**src/rtl/multicycle_ctrl.sv**
```systemverilog
// Multicycle MIPS-subset control unit: FETCH/DECODE/EXEC/MEM/WB/HALT sequencer driving PC, IR and datapath strobes.
// Optional feature: define MULTICYCLE_CTRL_TRAP_EN to trap unsupported instructions into HALT with illegal=1.
module multicycle_ctrl #(
    parameter int          ADDR_W   = 32,
    parameter logic [31:0] RESET_PC = 32'h0
) (
    input  logic              clk,
    input  logic              rst,
    output logic              imem_req,
    output logic [ADDR_W-1:0] imem_addr,
    input  logic [31:0]       imem_rdata,
    input  logic              imem_ready,
    output logic              dmem_req,
    output logic              dmem_we,
    input  logic              dmem_ready,
    input  logic              alu_zero,
    input  logic [31:0]       rs_data,
    output logic [31:0]       instr_q,
    output logic [ADDR_W-1:0] pc,
    output logic              reg_write,
    output logic              reg_dst,
    output logic              alu_src,
    output logic              mem_to_reg,
    output logic              link,
    output logic [3:0]        alu_ctrl,
    output logic              halted,
    output logic              illegal
);

    typedef enum logic [2:0] {
        S_FETCH,
        S_DECODE,
        S_EXEC,
        S_MEM,
        S_WB,
        S_HALT
    } state_t;

    localparam logic [5:0] OP_RTYPE = 6'b000000;
    localparam logic [5:0] OP_J     = 6'b000010;
    localparam logic [5:0] OP_JAL   = 6'b000011;
    localparam logic [5:0] OP_BEQ   = 6'b000100;
    localparam logic [5:0] OP_ADDI  = 6'b001000;
    localparam logic [5:0] OP_LW    = 6'b100011;
    localparam logic [5:0] OP_SW    = 6'b101011;
    localparam logic [5:0] OP_HALT  = 6'b111111;

    localparam logic [5:0] FN_JR    = 6'b001000;
    localparam logic [5:0] FN_ADD   = 6'b100000;
    localparam logic [5:0] FN_SUB   = 6'b100010;
    localparam logic [5:0] FN_AND   = 6'b100100;
    localparam logic [5:0] FN_OR    = 6'b100101;
    localparam logic [5:0] FN_SLT   = 6'b101010;

    state_t            state_q, state_d;
    logic [ADDR_W-1:0] pc_q, pc_d;
    logic [31:0]       instr_d;
    logic              illegal_q, illegal_d;

    logic [5:0]        opcode, funct;
    logic              is_r, is_r_alu, is_jr, is_j, is_jal, is_beq;
    logic              is_addi, is_lw, is_sw, is_halt, supported;
    logic [31:0]       jump_full, branch_off;
    logic [ADDR_W-1:0] jump_tgt, branch_tgt;

    // Instruction-field decode is purely a function of the instruction register.
    always_comb begin
        opcode   = instr_q[31:26];
        funct    = instr_q[5:0];
        is_r     = (opcode == OP_RTYPE);
        is_r_alu = is_r && (funct == FN_ADD || funct == FN_SUB || funct == FN_AND ||
                            funct == FN_OR  || funct == FN_SLT);
        is_jr    = is_r && (funct == FN_JR);
        is_j     = (opcode == OP_J);
        is_jal   = (opcode == OP_JAL);
        is_beq   = (opcode == OP_BEQ);
        is_addi  = (opcode == OP_ADDI);
        is_lw    = (opcode == OP_LW);
        is_sw    = (opcode == OP_SW);
        is_halt  = (opcode == OP_HALT);
        supported = is_r_alu || is_jr || is_j || is_jal || is_beq ||
                    is_addi || is_lw || is_sw || is_halt;

        // Jump keeps the top PC nibble; narrower PCs simply drop the bits above ADDR_W.
        jump_full       = 32'(pc_q);
        jump_full[27:0] = {instr_q[25:0], 2'b00};
        jump_tgt        = jump_full[ADDR_W-1:0];

        branch_off = {{14{instr_q[15]}}, instr_q[15:0], 2'b00};
        branch_tgt = pc_q + branch_off[ADDR_W-1:0];
    end

    always_comb begin
        // NOTE: every always_comb output gets a default first so no path can infer a latch.
        state_d   = state_q;
        pc_d      = pc_q;
        instr_d   = instr_q;
        illegal_d = illegal_q;

        unique case (state_q)
            S_FETCH: begin
                if (imem_ready) begin
                    instr_d = imem_rdata;
                    pc_d    = pc_q + ADDR_W'(4);
                    state_d = S_DECODE;
                end
            end
            S_DECODE: begin
                if (is_j || is_jal) begin
                    pc_d    = jump_tgt;
                    state_d = is_jal ? S_WB : S_FETCH;
                end else if (is_jr) begin
                    pc_d    = rs_data[ADDR_W-1:0];
                    state_d = S_FETCH;
                end else if (is_halt) begin
                    state_d = S_HALT;
                end else if (!supported) begin
`ifdef MULTICYCLE_CTRL_TRAP_EN
                    illegal_d = 1'b1;
                    state_d   = S_HALT;
`else
                    state_d   = S_FETCH;
`endif
                end else begin
                    state_d = S_EXEC;
                end
            end
            S_EXEC: begin
                if (is_lw || is_sw) begin
                    state_d = S_MEM;
                end else if (is_beq) begin
                    if (alu_zero) pc_d = branch_tgt;
                    state_d = S_FETCH;
                end else begin
                    state_d = S_WB;
                end
            end
            S_MEM: begin
                if (dmem_ready) state_d = is_lw ? S_WB : S_FETCH;
            end
            S_WB:    state_d = S_FETCH;
            S_HALT:  state_d = S_HALT;
            default: state_d = S_FETCH;
        endcase
    end

    // NOTE: state registers use non-blocking assignments so every flop samples pre-edge values.
    always_ff @(posedge clk) begin
        if (!rst) begin
            state_q   <= S_FETCH;
            pc_q      <= RESET_PC[ADDR_W-1:0];
            instr_q   <= 32'h0;
            illegal_q <= 1'b0;
        end else begin
            state_q   <= state_d;
            pc_q      <= pc_d;
            instr_q   <= instr_d;
            illegal_q <= illegal_d;
        end
    end

    // Strobes are masked while reset is held so no handshake starts until release.
    always_comb begin
        imem_req   = rst && (state_q == S_FETCH);
        dmem_req   = rst && (state_q == S_MEM);
        dmem_we    = dmem_req && is_sw;
        reg_write  = rst && (state_q == S_WB);
        reg_dst    = reg_write && is_r;
        mem_to_reg = reg_write && is_lw;
        link       = reg_write && is_jal;
        halted     = rst && (state_q == S_HALT);
        illegal    = rst && illegal_q;
        imem_addr  = pc_q;
        pc         = pc_q;

        alu_src  = is_addi || is_lw || is_sw;
        alu_ctrl = 4'b0010;
        if (is_beq) begin
            alu_ctrl = 4'b0110;
        end else if (is_r) begin
            case (funct)
                FN_SUB:  alu_ctrl = 4'b0110;
                FN_AND:  alu_ctrl = 4'b0000;
                FN_OR:   alu_ctrl = 4'b0001;
                FN_SLT:  alu_ctrl = 4'b0111;
                default: alu_ctrl = 4'b0010;
            endcase
        end
    end

endmodule

```
**config.mk**
```make
export PLATFORM = sky130hd
export DESIGN_NAME = multicycle_ctrl
export DESIGN_NICKNAME = d
export VERILOG_FILES = /design/src/rtl/multicycle_ctrl.sv
export SDC_FILE = /design/constraint.sdc
export NUM_CORES = 1
export LEC_CHECK = 0
export CORE_MARGIN = 3
export CORE_UTILIZATION = 43
export CTS_BUF_LIST = sky130_fd_sc_hd__clkbuf_8
export CTS_CLUSTER_SIZE = 20
export DETAILED_ROUTE_END_ITERATION = 12
export GPL_TIMING_DRIVEN = 0
export PLACE_DENSITY = 0.79
export SLEW_MARGIN = 25
export SYNTH_ARGS = -nofsm -noshare
export SYNTH_HDL_FRONTEND = slang
export SYNTH_SLANG_ARGS = --single-unit
```
**constraint.sdc**
```tcl
create_clock -name clk -period 3.9 [get_ports clk]
set_clock_uncertainty 0.15 [all_clocks]
set_input_delay 0.585 -clock clk [delete_from_list [all_inputs] [get_ports clk]]
set_output_delay 0.585 -clock clk [all_outputs]
set_load 0.01 [all_outputs]
```
After elaboration in Yosys (flattened, before gate mapping)
Index checks and enable logic that the tools add are counted.
{ "word_totals": {"register_bits": 67, "inputBits": 69, "word_cells": 86, "out_inout_bits": 110} }
{ "classes": {"n_eq_ne": 26, "n_reduce_logical": 33, "addsub": 2, "n_mux": 21} }
{ "op_table": {"columns": ["op", "n"], "rows": [
  ["$mux W32", 6],
  ["$pmux W32 S3", 1],
  ["$eq A6 B6 Y1 const B", 8],
  ["$mux W3", 11],
  ["$add A32 B3 Y32 const B", 1],
  ["$add A32 B32 Y32", 1],
  ["$logic_or A1 B1 Y1", 16],
  ["$pmux W3 S5", 1],
  ["$ne A2 B2 Y1 const B", 7],
  ["$eq A6 B2 Y1 const B", 2],
  ["$eq A6 B4 Y1 const B", 2],
  ["$pmux W3 S4", 1],
  ["$logic_and A1 B1 Y1", 10],
  ["$reduce_and A7 Y1", 1],
  ["$eq A3 B2 Y1 const B", 2],
  ["$eq A3 B3 Y1 const B", 2],
  ["$eq A6 B3 Y1 const B", 1],
  ["$logic_not A6 Y1", 1],
  ["$reduce_and A6 Y1", 1],
  ["$reduce_and A2 Y1", 2],
  ["$eq A3 B1 Y1 const B", 1],
  ["$logic_not A3 Y1", 1],
  ["$ne A3 B3 Y1 const B", 1],
  ["$reduce_bool A3 Y1", 1],
  ["$mux W2", 1]
]} }

Longest topological paths before layout
Gate-level depths: netlist of run 1.
{ "depth": {"depth_word": 19, "mapped_depth": 14, "mapped_depth_nobuf": 14} }

Worst setup path after synthesis of run 1
Ideal clock, no wire load.
{ "synth_timing": {"kind": "register to register", "start": "reg state_q[2]", "end": "reg pc_q[27], in the netlist imem_addr[27]", "path_stages_with_launch": 12, "period_less_slack_ns": 4.230, "t_required_ns": 3.676, "slack_ns": -0.330, "setup_ns": 0.074, "arrival_ns": 4.005, "n_path_buf": 1, "cell_sequence": "dfxtp_1 clkbuf_1 nor4b_1 ha_1 a21oi_1 o21ai_1 a221oi_1 o211ai_1 a21boi_1 xnor2_1 nand2_1 a31oi_1"} }
{ "synth_between": {"elab_chain_cells": 3, "elab_cells_between_ends": 11, "cone_classes": "eq/ne (7); mux (1); reduce/logical (3)"} }
{ "synth_lines": {"columns": ["element", "line_no", "rtl"], "rows": [
  ["start, declared", "55", "state_t state_q, state_d;"],
  ["start signal, assigned", "155", "state_q <= state_d;"],
  ["$eq A3 B1 Y1 (tied with other cells)", "100", "unique case (state_q)"],
  ["$ne A3 B3 Y1 (no source line) (tied with other cells)", null, null],
  ["$reduce_and A6 Y1 (no source line)", null, null],
  ["end signal, assigned", "151", "pc_q <= RESET_PC[ADDR_W-1:0];"],
  ["end signal, assigned", "156", "pc_q <= pc_d;"],
  ["end, declared", "56", "logic [ADDR_W-1:0] pc_q, pc_d;"]
]} }
Parallel ways exist; a longest one is shown, timed or not.
A chain may end at the register's enable or synchronous reset.

Worst setup path in the final report of run 1
Same ends and word-level chain as after synthesis.

==> results of run 1 <==
==> power breakdown <==
group	leakage [nW]	total [mW]	switching [mW]	internal, mW
combinational	2.47	0.661	0.329	0.333
sequential	0.549	0.799	0.0660	0.733
clock	0.112	0.695	0.298	0.397
total	3.14	2.16	0.693	1.46
==> synthesized netlist by cell type (2+ instances only) <==
master / n / area, um^2
sky130_fd_sc_hd__nand2_1: 132 / 495
sky130_fd_sc_hd__dfxtp_1: 67 / 1340
sky130_fd_sc_hd__nor3_1: 23 / 115
sky130_fd_sc_hd__ha_1: 29 / 363
sky130_fd_sc_hd__inv_1: 10 / 37.5
sky130_fd_sc_hd__o21ai_0: 24 / 120
sky130_fd_sc_hd__or3_1: 3 / 18.8
sky130_fd_sc_hd__o22ai_1: 3 / 18.8
sky130_fd_sc_hd__buf_2: 10 / 50.1
sky130_fd_sc_hd__clkbuf_1: 32 / 120
sky130_fd_sc_hd__a22o_1: 2 / 17.5
sky130_fd_sc_hd__o21a_1: 4 / 30.0
sky130_fd_sc_hd__a21o_1: 14 / 105
sky130_fd_sc_hd__nor2b_1: 4 / 25.0
sky130_fd_sc_hd__mux2i_1: 8 / 80.1
sky130_fd_sc_hd__xor2_1: 10 / 87.6
sky130_fd_sc_hd__nor2_1: 38 / 143
sky130_fd_sc_hd__a31oi_1: 5 / 31.3
sky130_fd_sc_hd__a221oi_1: 6 / 52.6
sky130_fd_sc_hd__and2_1: 5 / 31.3
sky130_fd_sc_hd__o211ai_1: 9 / 67.6
sky130_fd_sc_hd__nor4b_1: 2 / 17.5
sky130_fd_sc_hd__a311oi_1: 2 / 17.5
sky130_fd_sc_hd__buf_4: 36 / 270
sky130_fd_sc_hd__o31ai_1: 4 / 30.0
sky130_fd_sc_hd__nand2b_1: 4 / 25.0
sky130_fd_sc_hd__nor3b_1: 2 / 15.0
sky130_fd_sc_hd__a211oi_1: 7 / 52.6
sky130_fd_sc_hd__o21ai_1: 6 / 30.0
sky130_fd_sc_hd__xnor2_1: 12 / 105
sky130_fd_sc_hd__a41oi_1: 3 / 26.3
sky130_fd_sc_hd__nor4_1: 3 / 18.8
sky130_fd_sc_hd__and3_1: 23 / 144
sky130_fd_sc_hd__a21oi_1: 96 / 480
sky130_fd_sc_hd__and4_1: 2 / 17.5
sky130_fd_sc_hd__inv_2: 2 / 7.51
sky130_fd_sc_hd__nand3_1: 22 / 110
sky130_fd_sc_hd__or2_2: 2 / 12.5
sky130_fd_sc_hd__nand4_1: 10 / 62.6
sky130_fd_sc_hd__a2111oi_2: 2 / 30.0
sky130_fd_sc_hd__o221ai_1: 4 / 35.0
sky130_fd_sc_hd__o21bai_1: 7 / 52.6
==> kinds of logic (layout without fill, tap and decap cells) <==
| family | Yosys count | in the layout | share of synthesized area (%) |
|---|---|---|---|
| other cells | 1 | 2 | 0.0716 |
| buf+inv | 91 | 285 | 9.34 |
| fa+ha+maj | 30 | 30 | 7.31 |
| simple gates | 282 | 282 | 25.6 |
| mux | 8 | 8 | 1.53 |
| xor+xnor | 22 | 22 | 3.68 |
| flops | 67 | 67 | 25.6 |
| compound gates | 217 | 217 | 26.8 |
==> cell usage in the layout (no fill, tap or decap), types with 6 or more instances in the layout <==
cell type	Yosys	final
sky130_fd_sc_hd__clkbuf_1	32	30
sky130_fd_sc_hd__inv_1	10	10
sky130_fd_sc_hd__nand3_1	22	22
sky130_fd_sc_hd__buf_2	10	10
sky130_fd_sc_hd__ha_1	29	29
sky130_fd_sc_hd__nor2_1	38	38
sky130_fd_sc_hd__clkbuf_8	0	11
sky130_fd_sc_hd__o21ai_0	24	24
sky130_fd_sc_hd__nand2_1	132	132
sky130_fd_sc_hd__o211ai_1	9	9
sky130_fd_sc_hd__buf_4	36	37
sky130_fd_sc_hd__a21o_1	14	14
sky130_fd_sc_hd__nor3_1	23	23
sky130_fd_sc_hd__mux2i_1	8	8
sky130_fd_sc_hd__nand4_1	10	10
sky130_fd_sc_hd__xnor2_1	12	12
sky130_fd_sc_hd__xor2_1	10	10
sky130_fd_sc_hd__o21ai_1	6	6
sky130_fd_sc_hd__o21bai_1	7	7
sky130_fd_sc_hd__a21oi_1	96	95
sky130_fd_sc_hd__and3_1	23	23
sky130_fd_sc_hd__clkdlybuf4s50_1	0	176
sky130_fd_sc_hd__a211oi_1	7	7
sky130_fd_sc_hd__dfxtp_1	67	67
==> routing by layer <==
| layer | share of wire [%] | GRT usage, % |
|---|---|---|
| met5 | 0 | 0 |
| met4 | 2.6 | 8.82 |
| met3 | 11 | 6.94 |
| met2 | 44 | 44.2 |
| met1 | 42 | 38.2 |
==> final timing paths <==
kind,from,endpoint,slack [ns],cells after the start
setup / recovery,state_q[2],imem_addr[27],0.28,12
hold / removal,instr_q[23],instr_q[23],0.33,2
setup reg to reg,state_q[2],imem_addr[27],0.28,12
hold reg to reg,instr_q[23],instr_q[23],0.33,2
==> worst reg2reg max path: stages, from the launching register on <==
cell and delay (ns):
sky130_fd_sc_hd__dfxtp_1 0.38, sky130_fd_sc_hd__clkbuf_1 0.27, sky130_fd_sc_hd__nor4b_4 0.39, sky130_fd_sc_hd__buf_6 0.21, sky130_fd_sc_hd__ha_1 0.33, sky130_fd_sc_hd__a21oi_1 0.31
sky130_fd_sc_hd__o21ai_1 0.15, sky130_fd_sc_hd__a221oi_2 0.36, sky130_fd_sc_hd__o211ai_1 0.22, sky130_fd_sc_hd__a21boi_1 0.36, sky130_fd_sc_hd__xnor2_1 0.17, sky130_fd_sc_hd__nand2_1 0.07
sky130_fd_sc_hd__a31oi_1 0.19
==> layout make-up <==
cell class	count	area share [%]
buffer	79	5.98
clock buffer	11	2.03
clock inverter	5	1.12
inverter	12	0.603
multi-input combinational	561	46.1
sequential	67	17.9
tap	143	2.39
timing repair buffer	178	23.8
==> repair_timing <==
item / in CTS / in global routing
hold buffers: 0 / 0
endpoints found under the setup margin: 1 / 10
resized for setup: 0 / 7
pin swaps: 1 / 0
setup buffers: 1 / 0
==> sequential cells by signal, indices dropped and copies added, names as in the netlist <==
register,cells
imem_addr,32
instr_q,32
state_q,3
==> metrics by stage <==
stage / util [%] / setup WS, ns
after floorplan: - / 0.350
after global routing: 64.1 / 0.00869
after CTS: 63.9 / 0.105
after detailed placement: 61.8 / 0.0466
final: 64.1 / 0.282
after global placement: 61.6 / -0.843
==> flow_metrics.py, run 1 <==
metrics = {
    "floorplan": {
        "floorplan.die.height_um": 116,
        "core_area_um2": 11700,
        "ios": 179,
        "floorplan.rows": 39,
        "die_area_um2": 13500,
        "die-width_um": 116,
        "initial_core_util_pct": 44.9,
    },
    "worst_setup_path": {
        "path_delay_family": "compound AO/OA/AOI/OAI gates",
        "cell_breakdown_of_the_critical_path": "clkbuf_1, nor4b_4, buf_6, ha_1, a21oi_1, o21ai_1, a221oi_2, o211ai_1, a21boi_1, xnor2_1, nand2_1, a31oi_1",
        "worst-path-buf-inv": 2,
        "max_stage_delay_ns": 0.39,
        "crit_required_ns": 4.04,
        "crit_path_end_kind": "register",
        "critPathMaxFanout": 10,
        "crit_slowest_cell": "sky130_fd_sc_hd__nor4b_4",
        "worstSetupPathType": "register to register",
        "worst_endpoint_data_arrival_time_ns": 3.75,
        "setup.worst_path.start_class": "register",
    },
    "clocking": {
        "htreeDepth": 3,
        "clock_tree_from_tritoncts": "yes",
        "clk_pin_slew_ns": 0.08,
        "deepest_clock_path_buffer_count": 2,
        "numClockSinks": 67,
        "worstSkewPairLatency_ns": 0.36,
        "cts_made_buffers": 9,
        "clockRootBuffer": "sky130_fd_sc_hd__clkbuf_8",
    },
    "timing": {
        "layout_worst_path_cycle_share_pct": 92.8,
        "tightest_slew_ns": 0.797,
        "finalWorstPathRequiredPeriod_ns": 3.62,
        "worst_slew_margin_rel_pct": 46.9,
        "worst_hold_slack_ns": 0.331,
        "rsz0062_at_grt": "false",
        "total_negative_slack_for_setup_checks_ns": 0,
        "setup_viol": 0,
        "hold_viol": 0,
        "final-max-slew-violation-count": 0,
        "max_freq_mhz": 276,
    },
    "finish": {
        "fillCellCount": 1088,
        "post_route_cells_drive_above_1_share_pct": 9.53,
        "fin_area_um2": 7470,
        "area.growth.synth_to_final_pct": 42.7,
        "multi_input_area_um2": 3450,
        "final-instance-count-excl-fill": 1056,
        "nets": 1007,
        "seqCellArea_um2": 1340,
        "antenna_cells": 0,
    },
    "yosys": {
        "synth_seq_area_share_pct": 25.6,
        "synth-async-reset-ratio_pct": 0,
        "synth.ff_latch_count": 67,
        "synth-edff-count": 0,
        "synth_ff_type": "sky130_fd_sc_hd__dfxtp_1",
        "mappedNetlistArea_um2": 5240,
        "post_synth_num_cell_types": 71,
        "synth.yosys.warnings": 0,
        "synthesis.area_per_instance_um2": 7.29,
        "gate_count_post_synth": 718,
    },
    "power_and_ir_drop": {
        "power_mw": 2.16,
        "power_density_nw_per_um2": 288,
        "power_leakage_nw": 3.14,
        "vdd_drop_max_mv": 0.174,
    },
    "flow_run": {
        "cap_violations": 0,
    },
    "routing": {
        "wire_per_inst_um": 18.2,
        "first_pass_iters": 5,
        "routed-via-count": 6135,
        "antenna_violating_nets_post_route": 0,
        "wl_um": 19200,
        "dr_vias_cell": 5.81,
        "drcViolationCount": 0,
        "drt_iter0_drc": 597,
    },
    "grt": {
        "total_global_routing_track_utilization_pct": 28.2,
        "first_global_vias": 5685,
        "antenna_found_initial": 0,
        "global_route.overflow_total": 0,
        "grt_first_pass_wirelength_um": 29800,
        "grt_start_max_net_pins": 13,
    },
    "place": {
        "place.port_buffers": 176,
        "hpwlAfterDp_um": 14700,
        "routabilityCongestion": 0.922,
        "dp.cells": 1039,
        "place_area_um2": 7210,
    },
    "min_path": {
        "hp-class": "register to register",
    },
    "outcome": {
        "outcome": "finished, final reports clean",
    },
}
(Power assumes the default switching activity.)
==> run 2, diff against run 1 <==
- CORE_UTILIZATION: 43 -> 36
- PLACE_DENSITY: 0.79 -> 0.68
==> flow_metrics.py, run 2 (synthesis results as in run 1) <==
metrics = {
    "outcome": {
        "outcome": "finished, final reports clean",
    },
    "worst_setup_path": {
        "worst_r2r_startpoint": "state_q[0]",
        "setup.worst_path.start_class": "register",
        "worst-r2r-cell-count": 14,
        "worst_endpoint_data_arrival_time_ns": 3.85,
        "r2r-end": "imem_addr[27]",
        "reg2reg_setup_slack_ns": 0.18,
        "crit_path_end_kind": "register",
        "critPathMaxFanout": 10,
        "worstSetupPathType": "register to register",
        "crit_path_end": "imem_addr[27]",
        "crit_path_start": "state_q[0]",
        "crit_required_ns": 4.03,
    },
    "floorplan": {
        "die_area_um2": 16000,
        "ios": 179,
        "initial_core_util_pct": 37.3,
        "die-width_um": 127,
        "floorplan.die.height_um": 127,
        "core_area_um2": 14000,
        "floorplan.rows": 43,
    },
    "clocking": {
        "worstSkewPairLatency_ns": 0.36,
        "numClockSinks": 67,
        "cts_made_buffers": 9,
        "post_cts_hold_buffer_count": 0,
        "deepest_clock_path_buffer_count": 2,
        "clock_tree_from_tritoncts": "yes",
        "htreeDepth": 3,
        "clockRootBuffer": "sky130_fd_sc_hd__clkbuf_8",
        "clk_pin_slew_ns": 0.08,
    },
    "finish": {
        "seqCellArea_um2": 1340,
        "layout.core_utilization_pct": 53.0,
        "most-common-layout-cells": "sky130_fd_sc_hd__clkdlybuf4s50_1 (176), sky130_fd_sc_hd__nand2_1 (132), sky130_fd_sc_hd__a21oi_1 (95)",
        "mostFrequentLayoutCell": "sky130_fd_sc_hd__clkdlybuf4s50_1",
        "antenna_cells": 0,
        "area.growth.synth_to_final_pct": 42.2,
        "post_route_cells_drive_above_1_share_pct": 9.10,
        "multi_input_area_um2": 3450,
        "fillCellCount": 1356,
        "nets": 1006,
        "final-instance-count-excl-fill": 1092,
    },
    "grt": {
        "grt_first_pass_wirelength_um": 30300,
        "total_global_routing_track_utilization_pct": 23.6,
        "grt_start_max_net_pins": 13,
        "first_global_vias": 5565,
        "global_route.overflow_total": 0,
        "antenna_found_initial": 0,
    },
    "min_path": {
        "worst_hold_path_cells": 2,
        "hp-class": "register to register",
    },
    "power_and_ir_drop": {
        "power_density_nw_per_um2": 267,
        "net-switching-power_mw": 0.678,
        "vdd_drop_max_mv": 0.175,
        "internal_power_mw": 1.31,
        "netSwitchingFraction_pct": 34.2,
        "share_comb_of_total_power_pct": 33.3,
        "power.clock.fraction_pct": 26.4,
        "p_seq_share_pct": 40.3,
        "power_leakage_nw": 3.11,
        "power_mw": 1.99,
    },
    "timing": {
        "final-max-slew-violation-count": 0,
        "setup_viol": 0,
        "tightest_slew_ns": 0.898,
        "rsz0062_at_grt": "true",
        "layout_worst_path_cycle_share_pct": 95.3,
        "hold_viol": 0,
        "worst_slew_margin_rel_pct": 39.7,
        "max_freq_mhz": 269,
        "finalWorstPathRequiredPeriod_ns": 3.72,
    },
    "routing": {
        "wl_um": 19400,
        "dr_vias_cell": 5.45,
        "wire_per_inst_um": 17.8,
        "antenna_violating_nets_post_route": 0,
        "drcViolationCount": 0,
        "routed-via-count": 5950,
        "drt_iter0_drc": 469,
        "first_pass_iters": 5,
    },
    "place": {
        "hpwlAfterDp_um": 15200,
        "routabilityCongestion": 0.958,
        "dp.cells": 1076,
        "place.port_buffers": 176,
    },
    "flow_run": {
        "cap_violations": 0,
    },
}
## run 2: timing repair
action,in CTS,in global routing
endpoints found under the setup margin,0,4
setup buffers,0,0
gates resized for setup,0,5
## run 2: power by group through the flow
| stage | registers (mW) | logic (mW) | clock network (mW) |
|---|---|---|---|
| final | 0.801 | 0.661 | 0.525 |
| after global routing | 0.810 | 0.716 | 0.558 |
| after CTS | 0.800 | 0.657 | 0.528 |
| after detailed placement | 0.816 | 0.654 | 0 |
| after global placement | 0.815 | 0.650 | 0 |
| after floorplan | 0.815 | 0.324 | 0 |
## run 2: final cells by class
| cell class | instances | share of cell area [%] |
|---|---|---|
| Timing Repair Buffer | 177 | 23.8 |
| Inverter | 12 | 0.605 |
| Sequential cell | 67 | 18.0 |
| Multi-Input combinational cell | 561 | 46.3 |
| Buffer | 79 | 5.98 |
| Clock inverter | 6 | 0.454 |
| Tap cell | 180 | 3.02 |
| Clock buffer | 10 | 1.85 |
## run 2: how the worst min path moves through the flow
| stage | slack (ns) | end | start |
|---|---|---|---|
| final | 0.32 | instr_q[20] | instr_q[20] |
| after global routing | 0.35 | instr_q[20] | instr_q[20] |
| after CTS | 0.33 | instr_q[20] | instr_q[20] |
| after detailed placement | 0.32 | instr_q[20] | instr_q[20] |
| after global placement | 0.31 | instr_q[20] | instr_q[20] |
| after floorplan | 0.34 | instr_q[20] | instr_q[20] |
## run 2: per-stage QoR
step | TNS [ns] | cell area (um^2) | setup slack, ns | hold slack, ns
after floorplan | 0 | 5250 | 0.350 | 0.342
after global placement | -4.59 | 7230 | -0.883 | 0.306
after detailed placement | 0 | 7250 | 0.0871 | 0.317
after CTS | 0 | 7430 | 0.0283 | 0.325
after global routing | -0.0124 | 7450 | -0.0124 | 0.351
final | 0 | 7450 | 0.184 | 0.325
## run 2: metal layers
layer	part of all wire (%)	track usage [%]	vias up
met3	11	7.41	23
li1	-	-	2931
met2	45	36.5	276
met4	1.3	5.49	0
met1	43	32.3	2720
met5	0	0	-
## run 2: worst max-delay path, stage by stage, from the launching register on
cell                       delay [ns]
sky130_fd_sc_hd__dfxtp_1         0.30
sky130_fd_sc_hd__buf_2           0.16
sky130_fd_sc_hd__nor2_1          0.34
sky130_fd_sc_hd__clkbuf_1        0.41
sky130_fd_sc_hd__and3_1          0.22
sky130_fd_sc_hd__ha_1            0.22
sky130_fd_sc_hd__buf_2           0.18
sky130_fd_sc_hd__a21oi_1         0.18
sky130_fd_sc_hd__o21ai_1         0.10
sky130_fd_sc_hd__a221oi_2        0.38
sky130_fd_sc_hd__o211ai_1        0.23
sky130_fd_sc_hd__a21boi_1        0.32
sky130_fd_sc_hd__xnor2_1         0.19
sky130_fd_sc_hd__nand2_1         0.08
sky130_fd_sc_hd__a31oi_1         0.19
==> run 3, diff against run 2 <==
- CORE_MARGIN: 3 -> 4
- SLEW_MARGIN: 25 -> 20
==> flow_metrics.py, run 3 (synthesis results as in run 1) <==
metrics = {
    "finish": {
        "mostFrequentLayoutCell": "sky130_fd_sc_hd__clkdlybuf4s50_1",
        "nets": 1007,
        "antenna_cells": 0,
        "post_route_cells_drive_above_1_share_pct": 9.75,
        "area.growth.synth_to_final_pct": 43.9,
        "multi_input_area_um2": 3460,
        "seqCellArea_um2": 1340,
        "fillCellCount": 1415,
        "most-common-layout-cells": "sky130_fd_sc_hd__clkdlybuf4s50_1 (176), sky130_fd_sc_hd__nand2_1 (132), sky130_fd_sc_hd__a21oi_1 (95)",
        "fin_area_um2": 7540,
    },
    "grt": {
        "total_global_routing_track_utilization_pct": 22.8,
        "antenna_found_initial": 0,
        "global_route.overflow_total": 0,
        "first_global_vias": 5603,
        "grt_first_pass_wirelength_um": 30000,
        "grt_start_max_net_pins": 12,
    },
    "place": {
        "routabilityCongestion": 0.917,
        "dp_worst_setup_slack_ns": 0.0271,
        "place.port_buffers": 176,
        "hpwlAfterDp_um": 15200,
        "place_area_um2": 7250,
    },
    "clocking": {
        "numClockSinks": 67,
        "clockRootBuffer": "sky130_fd_sc_hd__clkbuf_8",
        "post_cts_hold_buffer_count": 0,
        "worstSkewPairLatency_ns": 0.36,
        "clock_tree_from_tritoncts": "yes",
        "cts_made_buffers": 9,
        "clk_pin_slew_ns": 0.08,
        "deepest_clock_path_buffer_count": 2,
        "htreeDepth": 3,
    },
    "routing": {
        "dr_vias_cell": 5.43,
        "antenna_violating_nets_post_route": 0,
        "first_pass_iters": 5,
        "wl_um": 19600,
        "drcViolationCount": 0,
        "routed-via-count": 5938,
        "wire_per_inst_um": 18.0,
        "drt_iter0_drc": 429,
    },
    "floorplan": {
        "initial_core_util_pct": 37.3,
        "floorplan.die.height_um": 129,
        "die-width_um": 129,
        "die_area_um2": 16500,
        "floorplan.rows": 43,
        "ios": 179,
        "core_area_um2": 14000,
    },
    "min_path": {
        "hp-class": "register to register",
        "worst_hold_path_cells": 2,
    },
    "timing": {
        "finalWorstPathRequiredPeriod_ns": 3.57,
        "rsz0062_at_grt": "false",
        "tightest_slew_ns": 0.736,
        "layout_worst_path_cycle_share_pct": 91.6,
        "worst_hold_slack_ns": 0.326,
        "setup_viol": 0,
        "worst_slack_ns": 0.329,
        "final-max-slew-violation-count": 0,
        "worst_slew_margin_rel_pct": 50.6,
        "hold_viol": 0,
        "max_freq_mhz": 280,
    },
    "worst_setup_path": {
        "worst-r2r-cell-count": 14,
        "setup.worst_path.start_class": "register",
        "crit_path_end_kind": "register",
        "worstSetupPathType": "register to register",
        "critPathMaxFanout": 11,
        "crit_required_ns": 4.04,
        "worst_endpoint_data_arrival_time_ns": 3.71,
    },
    "power_and_ir_drop": {
        "vdd_drop_max_mv": 0.253,
        "power_density_nw_per_um2": 291,
        "power_mw": 2.19,
        "power_leakage_nw": 3.16,
    },
    "outcome": {
        "outcome": "finished, final reports clean",
    },
    "flow_run": {
        "cap_violations": 0,
    },
}
run 3: cell types whose count changed in the layout (fill, tap and decap cells not counted), sizes merged:
cell and change:
clkinv -1, inv -1, bufinv +3, clkinvlp -1
buf +1
run 3: what timing repair did:
item	in CTS	in global routing
setup buffers	0	1
endpoints found under the hold margin	0	0
pin swaps	0	1
setup endpoints to repair	1	8
gates resized for setup	1	10
run 3: path summary, 6_finish.rpt:
path | start | slack (ns) | endpoint
worst min register to register | instr_q[24] | 0.33 | instr_q[24]
worst min-delay path | instr_q[24] | 0.33 | instr_q[24]
worst max-delay path | state_q[2] | 0.33 | imem_addr[27]
worst max register to register | state_q[2] | 0.33 | imem_addr[27]
run 3: final cells by class:
type,count,share of cell area (%)
Inverter,12,0.598
Buffer,79,5.94
Clock buffer,10,1.83
Timing Repair Buffer,178,23.6
Tap cell,180,2.99
Sequential cell,67,17.8
Multi-Input combinational cell,561,45.8
Clock inverter,6,1.38
run 3: routing by layer:
layer	wire, um	track usage (%)	share of wire (%)
met1	8420	30.6	43
met2	8670	36.1	44
met3	2190	7.02	11
met4	342	5.56	1.7
met5	0	0	0
run 3: power breakdown:
part / leakage [nW] / switching [mW] / internal, mW
clock: 0.127 / 0.291 / 0.438
sequential: 0.549 / 0.0665 / 0.733
combinational: 2.48 / 0.329 / 0.333
total: 3.16 / 0.687 / 1.50
run 3: stage by stage:
step	instances	TNS, ns	util, %
after CTS	1092	0	53.4
after global routing	1093	0	53.7
final	1093	0	53.7
after floorplan	719	0	-
after detailed placement	1076	0	51.7
after global placement	1075	-4.97	51.5
run 3: worst max-delay path, cell delays in order (launching register included):
cell,delay (ns)
sky130_fd_sc_hd__dfxtp_1,0.39
sky130_fd_sc_hd__clkbuf_2,0.24
sky130_fd_sc_hd__nor4b_4,0.27
sky130_fd_sc_hd__buf_4,0.20
sky130_fd_sc_hd__buf_6,0.16
sky130_fd_sc_hd__ha_1,0.23
sky130_fd_sc_hd__buf_2,0.18
sky130_fd_sc_hd__nand4_1,0.19
sky130_fd_sc_hd__inv_1,0.08
sky130_fd_sc_hd__a221oi_2,0.37
sky130_fd_sc_hd__o211ai_1,0.25
sky130_fd_sc_hd__a21boi_1,0.34
sky130_fd_sc_hd__xnor2_1,0.18
sky130_fd_sc_hd__nand2_1,0.08
sky130_fd_sc_hd__a31oi_1,0.18
